`src/rtl/deck_pkg.sv`:
```
// rtl/deck_pkg.sv - shared FSM encodings, widths and card value helpers for deck_shuffler
package deck_pkg;

  typedef logic [2:0] deck_state_t;

  localparam deck_state_t ST_IDLE    = 3'd0;
  localparam deck_state_t ST_INIT    = 3'd1;
  localparam deck_state_t ST_SHUFFLE = 3'd2;
  localparam deck_state_t ST_READY   = 3'd3;
  localparam deck_state_t ST_EMPTY   = 3'd4;

  localparam int RANKS_PER_SUIT = 13;

  // Bits needed to encode values 0..n-1, never less than one.
  function automatic int width_of(input int n);
    return (n < 2) ? 1 : $clog2(n);
  endfunction

  // Ace counts as 1 here; the controller decides when it becomes 11.
  function automatic logic [3:0] rank_value(input int unsigned card_idx);
    int unsigned rank;
    rank = card_idx % RANKS_PER_SUIT;
    if (rank < 9) return 4'(rank + 1);
    else return 4'd10;
  endfunction

endpackage

```
`src/rtl/deck_shuffler_lfsr_gen.sv`:
```
// rtl/deck_shuffler_lfsr_gen.sv - Galois LFSR with seed load, zero-seed fallback and enable
module lfsr_gen
  import deck_pkg::*;
#(
  parameter int           W    = 16,
  parameter logic [W-1:0] TAPS = 16'hB400,
  parameter logic [W-1:0] SEED = 16'hACE1
) (
  input  logic         clk,
  input  logic         rst,
  input  logic         en,
  input  logic         load,
  input  logic [W-1:0] seed_in,
  output logic [W-1:0] value
);

  logic [W-1:0] next_value;

  always_comb begin
    next_value = value >> 1;
    if (value[0]) next_value = (value >> 1) ^ TAPS;
  end

  // A zero seed would lock the register, so it falls back to SEED.
  always_ff @(posedge clk or posedge rst) begin
    if (rst)       value <= SEED;
    else if (load) value <= (seed_in == '0) ? SEED : seed_in;
    else if (en)   value <= next_value;
  end

endmodule

```
`src/rtl/deck_shuffler.sv`:
```
// rtl/deck_shuffler.sv - multi-deck Fisher-Yates shoe shuffler and dealer; CARD_VALUE_EN adds card_value
module deck_shuffler
  import deck_pkg::*;
#(
  parameter int                NUM_DECKS      = 1,
  parameter int                CARDS_PER_DECK = 52,
  parameter int                LFSR_W         = 16,
  parameter logic [LFSR_W-1:0] LFSR_TAPS      = 16'hB400,
  parameter logic [LFSR_W-1:0] SEED           = 16'hACE1,
  localparam int               TOTAL          = NUM_DECKS * CARDS_PER_DECK,
  localparam int               CARD_W         = width_of(CARDS_PER_DECK),
  localparam int               CNT_W          = width_of(TOTAL + 1)
) (
  input  logic              clk,
  input  logic              rst,
  input  logic              shuffle_req,
  input  logic              seed_load,
  input  logic [LFSR_W-1:0] seed_in,
  input  logic              deal_req,
  output logic              busy,
  output logic              deck_ready,
  output logic              deal_valid,
  output logic [CARD_W-1:0] card,
  output logic [CNT_W-1:0]  cards_left,
  output logic              empty,
`ifdef CARD_VALUE_EN
  output logic [3:0]        card_value,
`endif
  output logic              deal_err
);

  localparam int IDX_W = width_of(TOTAL);

  deck_state_t         state;
  logic [LFSR_W-1:0]   lfsr;
  logic [IDX_W-1:0]    idx;
  logic [IDX_W-1:0]    ptr;
  logic [IDX_W-1:0]    j;
  logic [CARD_W-1:0]   init_val;
  logic [IDX_W:0]      span;
  logic [LFSR_W+IDX_W-1:0] prod;
  logic [CARD_W-1:0]   deck [TOTAL];

  lfsr_gen #(.W(LFSR_W), .TAPS(LFSR_TAPS), .SEED(SEED)) u_lfsr (
    .clk     (clk),
    .rst     (rst),
    .en      (1'b1),
    .load    (seed_load),
    .seed_in (seed_in),
    .value   (lfsr)
  );

  // Multiply-high maps the LFSR onto 0..idx without a divider.
  assign span = {1'b0, idx} + {{IDX_W{1'b0}}, 1'b1};
  assign prod = {{IDX_W{1'b0}}, lfsr} * {{(LFSR_W-1){1'b0}}, span};
  assign j    = IDX_W'(prod >> LFSR_W);

  assign busy       = (state == ST_INIT) || (state == ST_SHUFFLE);
  assign deck_ready = (state == ST_READY);
  assign empty      = (state == ST_EMPTY);

  always_ff @(posedge clk) begin
    if (state == ST_INIT) begin
      deck[idx] <= init_val;
    end else if (state == ST_SHUFFLE) begin
      deck[idx] <= deck[j];
      deck[j]   <= deck[idx];
    end
  end

  always_ff @(posedge clk or posedge rst) begin
    if (rst) begin
      state      <= ST_IDLE;
      idx        <= '0;
      ptr        <= '0;
      init_val   <= '0;
      card       <= '0;
      cards_left <= '0;
      deal_valid <= 1'b0;
      deal_err   <= 1'b0;
`ifdef CARD_VALUE_EN
      card_value <= 4'd0;
`endif
    end else begin
      deal_valid <= 1'b0;
      deal_err   <= 1'b0;
      case (state)
        ST_IDLE, ST_EMPTY: begin
          deal_err <= deal_req;
          if (shuffle_req) begin
            state    <= ST_INIT;
            idx      <= '0;
            init_val <= '0;
          end
        end
        ST_INIT: begin
          deal_err <= deal_req;
          init_val <= (init_val == CARD_W'(CARDS_PER_DECK - 1)) ? '0 : init_val + CARD_W'(1);
          if (idx == IDX_W'(TOTAL - 1)) state <= ST_SHUFFLE;
          else idx <= idx + IDX_W'(1);
        end
        ST_SHUFFLE: begin
          deal_err <= deal_req;
          if (idx == IDX_W'(1)) begin
            state      <= ST_READY;
            ptr        <= '0;
            cards_left <= CNT_W'(TOTAL);
          end else begin
            idx <= idx - IDX_W'(1);
          end
        end
        ST_READY: begin
          // A reshuffle request beats a same-cycle deal, which is then rejected.
          if (shuffle_req) begin
            state      <= ST_INIT;
            idx        <= '0;
            init_val   <= '0;
            cards_left <= '0;
            deal_err   <= deal_req;
          end else if (deal_req) begin
            card       <= deck[ptr];
            deal_valid <= 1'b1;
            ptr        <= ptr + IDX_W'(1);
            cards_left <= cards_left - CNT_W'(1);
`ifdef CARD_VALUE_EN
            card_value <= rank_value(32'(deck[ptr]));
`endif
            if (cards_left == CNT_W'(1)) state <= ST_EMPTY;
          end
        end
        default: state <= ST_IDLE;
      endcase
    end
  end

endmodule

```
`config.mk`:
```
export PLATFORM = sky130hd
export DESIGN_NAME = deck_shuffler
export DESIGN_NICKNAME = d
export VERILOG_FILES = /design/src/rtl/deck_pkg.sv /design/src/rtl/deck_shuffler_lfsr_gen.sv /design/src/rtl/deck_shuffler.sv
export SDC_FILE = /design/constraint.sdc
export NUM_CORES = 1
export LEC_CHECK = 0
export BUFFER_PORTS_ARGS = -buffer_cell sky130_fd_sc_hd__buf_2
export CAP_MARGIN = 15
export CELL_PAD_IN_SITES_DETAIL_PLACEMENT = 1
export CELL_PAD_IN_SITES_GLOBAL_PLACEMENT = 1
export CORE_MARGIN = 8
export CORE_UTILIZATION = 45
export CTS_CLUSTER_SIZE = 14
export DETAILED_ROUTE_END_ITERATION = 10
export GPL_ROUTABILITY_DRIVEN = 0
export PLACE_DENSITY = 0.67
export SLEW_MARGIN = 20
export SYNTH_ARGS = -nofsm -noshare
export SYNTH_HDL_FRONTEND = slang
export SYNTH_SLANG_ARGS = --single-unit
```
`constraint.sdc`:
```
create_clock -name clk -period 9.4 [get_ports clk]
set_input_delay 0 -clock clk [delete_from_list [all_inputs] [get_ports clk]]
set_output_delay 0 -clock clk [all_outputs]
set_load 0.05 [all_outputs]
```
# Word-level counts from Yosys, hierarchy flattened
# Memories as Yosys holds them, arrays and structs flattened. A register that Yosys moved wholly into a read port is not among the register bits.
# Cells that the tools add are included.
# totals
register_bits	45
ram_bits	312
input_bits	21
output_inout_bits	17
word_cells	87
n_memories	1
# op_classes
n_addsub	6
multipliers	1
eq_ne	18
mux	35
n_bitwise	3
n_reduce_logical	15
# memory_table
name	words	width	read_ports	rd_ports_with_merged_regs	wr	line_no	source
deck	52	6	3	1	2	deck_shuffler.sv:42	logic [CARD_W-1:0] deck [TOTAL];
# op_table
cell	count
2-to-1 mux 6 bit	11
2-to-1 mux 16 bit	3
case mux 6 bit (2 select lines)	3
multiplier 16 x 7 -> 22 bit	1
adder 6 x 1 -> 6 bit (second input constant)	3
2-to-1 mux 3 bit	6
case mux 6 bit (3 select lines)	1
zero test 16 bit	1
== test 6 x 1 -> 1 bit (second input constant)	2
== test 6 bit (second input constant)	2
case mux 3 bit (4 select lines)	1
subtractor 6 x 1 -> 6 bit (second input constant)	2
!= test 2 bit (second input constant)	5
2-to-1 mux 1 bit	9
AND reduction 4 bit	2
adder 6 x 1 -> 7 bit (second input constant)	1
== test 3 x 2 -> 1 bit (second input constant)	2
!= test 2 x 1 -> 1 bit (second input constant)	3
AND reduction 3 bit	2
AND reduction 5 bit	1
NOT 3 -> 4 bit	1
nonzero test 2 bit	2
OR reduction 4 bit	1
== test 3 x 1 -> 1 bit (second input constant)	1
other kinds (12)	12

# Depth between registers and ports, before layout
# Gate-level depths: netlist of run 1.
# depth
depth_word	5
mapped_depth	29
mapped_depth_nobuf	24

# By module
# Synthesis of run 1 repeated with hierarchy kept, for this count alone.
# unflattened
hier_cells	3212
area_unflattened_um2	30397.9
# by_module_without_submodules
mod	instances	cells_per_inst	area_per_inst_um2	seq_area_each_um2
deck_shuffler	1	3140	29555.8	10244.8
lfsr_gen	1	72	842.1	410.4

# Worst setup path before layout of run 1
# Ideal clock, no wire load.
# synth_path
path_type	register to register
start	register idx[1]
end	memory deck[32][4] (netlist name) (data pin)
setup_ns	0.291
arrival_time_ns	7.275
t_required_ns	9.109
setup_slack_ns	1.834
path_stages_with_launch	29
path_buffers	5
synth_period_minus_slack_ns	7.566
path_cell_list	dfrtp_1 -> buf_1 -> nand3_1 -> nor2_1 -> xnor2_1 -> clkbuf_1 -> nand2b_1 -> fa_1 -> fa_1 -> inv_1 -> fa_1 -> inv_1 -> fa_1 -> inv_1 -> ha_1 -> o211ai_1 -> a21boi_0 -> o211a_1 -> a211o_1 -> xnor2_1 -> buf_2 -> buf_2 -> mux2i_1 -> mux2i_1 -> a22oi_1 -> o211ai_1 -> o41ai_4 -> buf_6 -> mux2i_1
# synth_lines
element	line_no	source
from (decl)	deck_shuffler.sv:36	logic [IDX_W-1:0] idx;
from (signal assigned)	deck_shuffler.sv:100	else idx <= idx + IDX_W'(1);
from (signal assigned)	deck_shuffler.sv:109	idx <= idx - IDX_W'(1);
to (decl)	deck_shuffler.sv:42	

==> results of run 1 <==
==> how the worst max path moves through the flow <==
stage                       start               endpoint  slack (ns)  cells past startpoint
2_1_floorplan  idx[1]$_DFFE_PP0P_  deck[32][4]$_DFFE_PP_        1.83                     28
3_3_place_gp   idx[1]$_DFFE_PP0P_   deck[4][4]$_DFFE_PP_        0.58                     23
3_5_place_dp   idx[1]$_DFFE_PP0P_   deck[4][4]$_DFFE_PP_        0.43                     23
4_1_cts        idx[1]$_DFFE_PP0P_   deck[4][4]$_DFFE_PP_        0.30                     23
5_1_grt        idx[1]$_DFFE_PP0P_  deck[23][5]$_DFFE_PP_        0.02                     25
6_report       idx[1]$_DFFE_PP0P_  deck[34][1]$_DFFE_PP_        0.34                     24
==> logic make-up (layout without fill, tap and decap cells) <==
| family | count (synthesis) | after routing | synth area share [%] |
|---|---|---|---|
| buffers and inverters | 289 | 352 | 4.642 |
| other | 0 | 4 | 0 |
| AOI/OAI and AO/OA | 391 | 391 | 10.45 |
| muxes | 537 | 537 | 26.13 |
| adders and majority gates | 111 | 111 | 7.083 |
| and+or+nand+nor | 616 | 616 | 11.08 |
| xor gates and xnor gates | 22 | 22 | 0.7214 |
| DFF | 363 | 363 | 39.89 |
==> worst register-to-register path: cells and delay by family (launching register included) <==
| kind | cells | cell delay [ns] |
|---|---|---|
| compound gates | 7 | 2.28 |
| mux | 1 | 0.19 |
| fa+ha+maj | 6 | 2.89 |
| flops | 1 | 0.82 |
| buf+inv | 6 | 1.16 |
| simple gates | 4 | 1.45 |
==> through the flow <==
step / hold WS, ns / utilization, % / cell area (µm²)
after global placement: 0.2290 / 47.51 / 27990
after floorplan: 0.1168 / - / 26710
final: 0.1299 / 50.57 / 29790
after CTS: 0.1538 / 50.55 / 29780
after detailed placement: 0.2358 / 47.52 / 28000
after global routing: 0.2086 / 50.55 / 29780
==> registers in the layout (all words and copies together), names as in the netlist <==
signal	count
card	6
cards_left	6
deal_err	1
deck	312
u_lfsr.value	16
idx	6
state	3
deal_valid	1
init_val	6
ptr	6
==> repair_timing <==
item,in CTS,in global routing
resized for setup,0,1
setup endpoints to repair,0,241
hold buffers,36,0
endpoints found under the hold margin,68,0
==> cells in the final DEF (no fill, tap or decap), drive strengths merged, types with 46 or more instances in the layout <==
cell    Yosys  layout
mux4      126     126
clkbuf    122      59
nor2       52      52
a22oi     120     120
edfxtp    312     312
and2       56      56
inv        87      90
nand2     265     265
buf        77     146
a21oi      46      46
nand3      80      80
fa         67      67
mux2i     391     391
o21ai      71      71
==> routing by layer <==
layer	vias to the layer above	wire length (µm)	global-route usage, %
li1	8953	-	-
met1	11180	41790	42.10
met2	1479	48090	48.12
met3	333	12430	8.005
met4	0	6298	16.79
met5	-	0	0
==> final cells by class <==
| class | instances | area (µm²) |
|---|---|---|
| Clock buffer | 59 | 1207 |
| Clock inverter | 21 | 215.2 |
| Fill cell | 6135 | 29120 |
| Tap cell | 773 | 967.2 |
| Timing Repair Buffer | 182 | 1401 |
| Inverter | 90 | 337.8 |
| Sequential cell | 363 | 10660 |
| Multi-Input combinational cell | 1677 | 14990 |
| Antenna cell | 4 | 10.01 |
==> reports/metrics.cfg, run 1 <==
[status]
outcome=finished clean

[synth]
synth_most_common_cell=mux2i_1
synth_top_cell_area_share_pct=35.08
syn_inst=2329
ys.flop_type=edfxtp_1
async_flop_share_pct=14.05
synth-edff-count=312
syn_avg_cell_area_um2=11.47
synth_top_area_cell=edfxtp_1
ys_ff_latch=363
yosys-top-cells-count=mux2i_1, edfxtp_1, nand2_1
yosys_warnings=0
yosys-top-cells-area=edfxtp_1, mux2i_1, mux4_2
yosysSeqAreaShare_pct=39.89
netlist_area_mm2=0.02671
ys_types=69
syn_nets=2461

[global_route]
overflow=0
grt_max_degree=53
antenna_found_initial=0
first_global_vias=22630
grt_usage_pct=31.87
grt_first_pass_wirelength_um=159400

[clock_network]
clkTransAtPathRegs_ns=0.06
clk_latency_ns=0.62
root_buffer=clkbuf_16
clock-sinks=363
cts_buffers=44
postCtsSetupBuffers=0
htree_levels=2
cts_max_path_buffers=3
cts_tree=built

[setup_path]
worstPathArrival_ns=9.37
r2r_end=deck[34][1]$_DFFE_PP_
crit_path_cell_trace=clkinv_1 -> ha_1 -> and2_1 -> fa_1 -> inv_1 -> fa_1 -> inv_1 -> fa_1 -> inv_1 -> fa_1 -> inv_1 -> ha_1 -> o211ai_1 -> a21boi_0 -> o211a_1 -> a211o_1 -> o211ai_1 -> and2_4 -> nand2_1 -> o2111ai_1 -> nand4_1 -> o32ai_4 -> buf_4 -> mux2i_1
worstPathMaxFanout=33
cp_top_family=adder cells
cpPeakStageDelay_ns=0.82
start_kind=register
r2r_cells=24
reg2reg_from=idx[1]$_DFFE_PP0P_
setup.worst_path.class=reg -> reg
worst_ep_required_time_ns=9.71
slowest_stage=dfrtp_1
cp-end-kind=register
regToRegSetupSlack_ns=0.34
cp_num_buf_inv=6

[run]
maxCapViolCount=0

[placement]
pre_cts_ws_ns=0.4289
dp.cells=3049
port_buffers=37
hpwl_um=74940

[die]
die_h_um=259.6
ios=38
die_area_mm2=0.06741
core_mm2=0.05891
die_w_um=259.6
start_util_pct=45.34
rows=89

[sta]
fin_crit_ns=9.057
skew_ns=0.03373
fin_crit_sh_pct=96.36
drv_slew=0
fin_setup_tns_ns=0
clock.fmax_ghz=0.1104
rsz0062_at_grt=false
worst_slack_ns=0.3426
tightestPinTransition_ns=1.201
setup_viol_count_final=0
max_slew_margin_pct=19.92
finalHoldViolCount=0

[routing]
vias_per_cell=6.924
wl_um=108600
ant_nets=0
drc_errors=0
vias=21940
wl_per_cell_um=34.27
drt_iter0_drc=2762
dr.pass1.iters=8

[layout]
instances_no_fill=3169
nets=2490
layout-drive-gt1-share_pct=16.51
areaGrowthSynthToFinish_pct=11.53

[min_path]
holdCritPathClass=in -> async

Power of run 1 is not shown: default switching activity piles up to over one toggle a cycle in this logic, so the estimate is an artifact.
==> run 2: changes to the inputs <==
==> constraint.sdc (replaced) <==
create_clock -name clk -period 9.4 [get_ports clk]
set_input_delay 2.35 -clock clk [delete_from_list [all_inputs] [get_ports clk]]
set_output_delay 2.35 -clock clk [all_outputs]
set_load 0.05 [all_outputs]
==> run 2 against run 1 <==
Via count is 0.96% lower. Clock-buffer cell count decreased by 1. Global-route usage fell by 0.54 points. Worst hold slack better by 0.34 ns. Worst setup slack better by 0.15 ns. Final cell count fell by 1.1%. Final area is 1.1% lower. Utilization decreased by 0.54 points. Sequential cell count unchanged. Register-to-register slack better by 0.15 ns. Sequential share of layout area increased by 0.39 points. Critical endpoint is now deck[4][4]$_DFFE_PP_. Largest cell class unchanged.
==> reports/metrics.cfg, run 2 (synthesis results as in run 1) <==
[status]
outcome=finished clean

[global_route]
antenna_found_initial=3
grt_usage_pct=31.33
grt_first_pass_wirelength_um=156700
first_global_vias=22240
overflow=0
grt_max_degree=53

[setup_path]
worstPathMaxFanout=32
start_kind=register
setup.worst_path.class=reg -> reg
worst_ep_required_time_ns=9.72
worstPathArrival_ns=9.22
cp-end-kind=register

[placement]
pre_cts_ws_ns=0.3305
hpwl_um=75360
port_buffers=37

[layout]
largest-register=deck
areaGrowthSynthToFinish_pct=10.34
reg_top3=deck: 312 flops, u_lfsr.value: 16 flops
fillers=6139
multi_input_area_mm2=0.01499
largest_register_ffs=312
nets=2454
layout-drive-gt1-share_pct=16.93
final_cell_mix=mux2i_1, edfxtp_1, nand2_1
final_common_cell=mux2i_1
register_area_mm2=0.01066

[min_path]
holdCritPathClass=reg -> reg

[sta]
fin_crit_sh_pct=94.71
worst_slack_ns=0.4974
drv_slew=0
fin_setup_tns_ns=0
tightestPinTransition_ns=1.128
max_slew_margin_pct=24.77
setup_viol_count_final=0
rsz0062_at_grt=false
clock.fmax_ghz=0.1123
skew_ns=0.02034
finalHoldViolCount=0
fin_crit_ns=8.903

[clock_network]
postCtsSetupBuffers=0
clk_latency_ns=0.60
htree_levels=2
clkTransAtPathRegs_ns=0.06
cts_tree=built
root_buffer=clkbuf_16
cts_max_path_buffers=3
cts_hold_buf=0
cts_buffers=44
cts-resized-gates=0
clock-sinks=363

[routing]
ant_nets=0
wl_um=107200
drc_errors=0
dr.pass1.iters=5
drt_iter0_drc=3058
vias=21730
wl_per_cell_um=34.19
vias_per_cell=6.934

[run]
maxCapViolCount=0

[die]
die_w_um=259.6
start_util_pct=45.34
ios=38
die_area_mm2=0.06741
core_mm2=0.05891
rows=89
die_h_um=259.6

run 2: area by class of cell:
| type | instances | share of cell area [%] |
|---|---|---|
| flip-flops and latches | 363 | 36.18 |
| clock buffers | 58 | 4.088 |
| multi-input cells | 1677 | 50.85 |
| diodes | 4 | 0.03396 |
| repair buffers | 146 | 3.532 |
| clock inverters | 23 | 0.8872 |
| well taps | 773 | 3.282 |
| inverters | 90 | 1.146 |
run 2: routing by layer:
metal  GRT usage (%)  wire [µm]  up-vias
met5               0          0        -
met4           15.63       6280        0
met3           7.608      12580      338
met2           47.16      46890     1479
met1           42.01      41400    11050
li1                -          -     8870
run 2: critical path: stages (launching register included):
cell and delay [ns]:
dfrtp_2 0.63, ha_1 0.37, nand3_1 0.10, nor2_1 0.61, buf_4 0.28, nand2_1 0.08, fa_1 0.51, inv_1 0.05
fa_1 0.50, fa_1 0.43, fa_1 0.38, ha_1 0.28, buf_4 0.20, nand2_1 0.09, o21ai_0 0.58, nor3_1 0.13
mux2i_1 0.31, o311a_1 0.77, nor2_1 0.32, a22oi_1 0.58, o211ai_1 0.27, o41ai_4 0.41, buf_4 0.47, mux2i_1 0.19
run 2: per-stage QoR:
stage / area [µm²] / utilization (%) / cells / hold WS [ns]
floorplan: 26710 / - / 2329 / 0.4798
global placement: 27990 / 47.51 / 3048 / 0.4572
detailed placement: 28000 / 47.52 / 3049 / 0.4602
CTS: 29460 / 50.01 / 3130 / 0.4739
global route: 29460 / 50.02 / 3130 / 0.5114
finish: 29470 / 50.03 / 3134 / 0.4736
run 2: final timing paths:
check / end / cells after the start / slack (ns) / start
min in group asynchronous: state[0]$_DFFE_PP0P_ / 3 / 1.96 / rst
worst min-delay path: card[2]$_DFFE_PP0P_ / 2 / 0.47 / card[2]$_DFFE_PP0P_
worst max register to register: deck[4][4]$_DFFE_PP_ / 23 / 0.50 / idx[1]$_DFFE_PP0P_
max in group asynchronous: ptr[1]$_DFFE_PP0P_ / 3 / 6.91 / rst
worst min register to register: card[2]$_DFFE_PP0P_ / 2 / 0.47 / card[2]$_DFFE_PP0P_
worst max-delay path: deck[4][4]$_DFFE_PP_ / 23 / 0.50 / idx[1]$_DFFE_PP0P_
Power of run 2 is left out for the same reason.
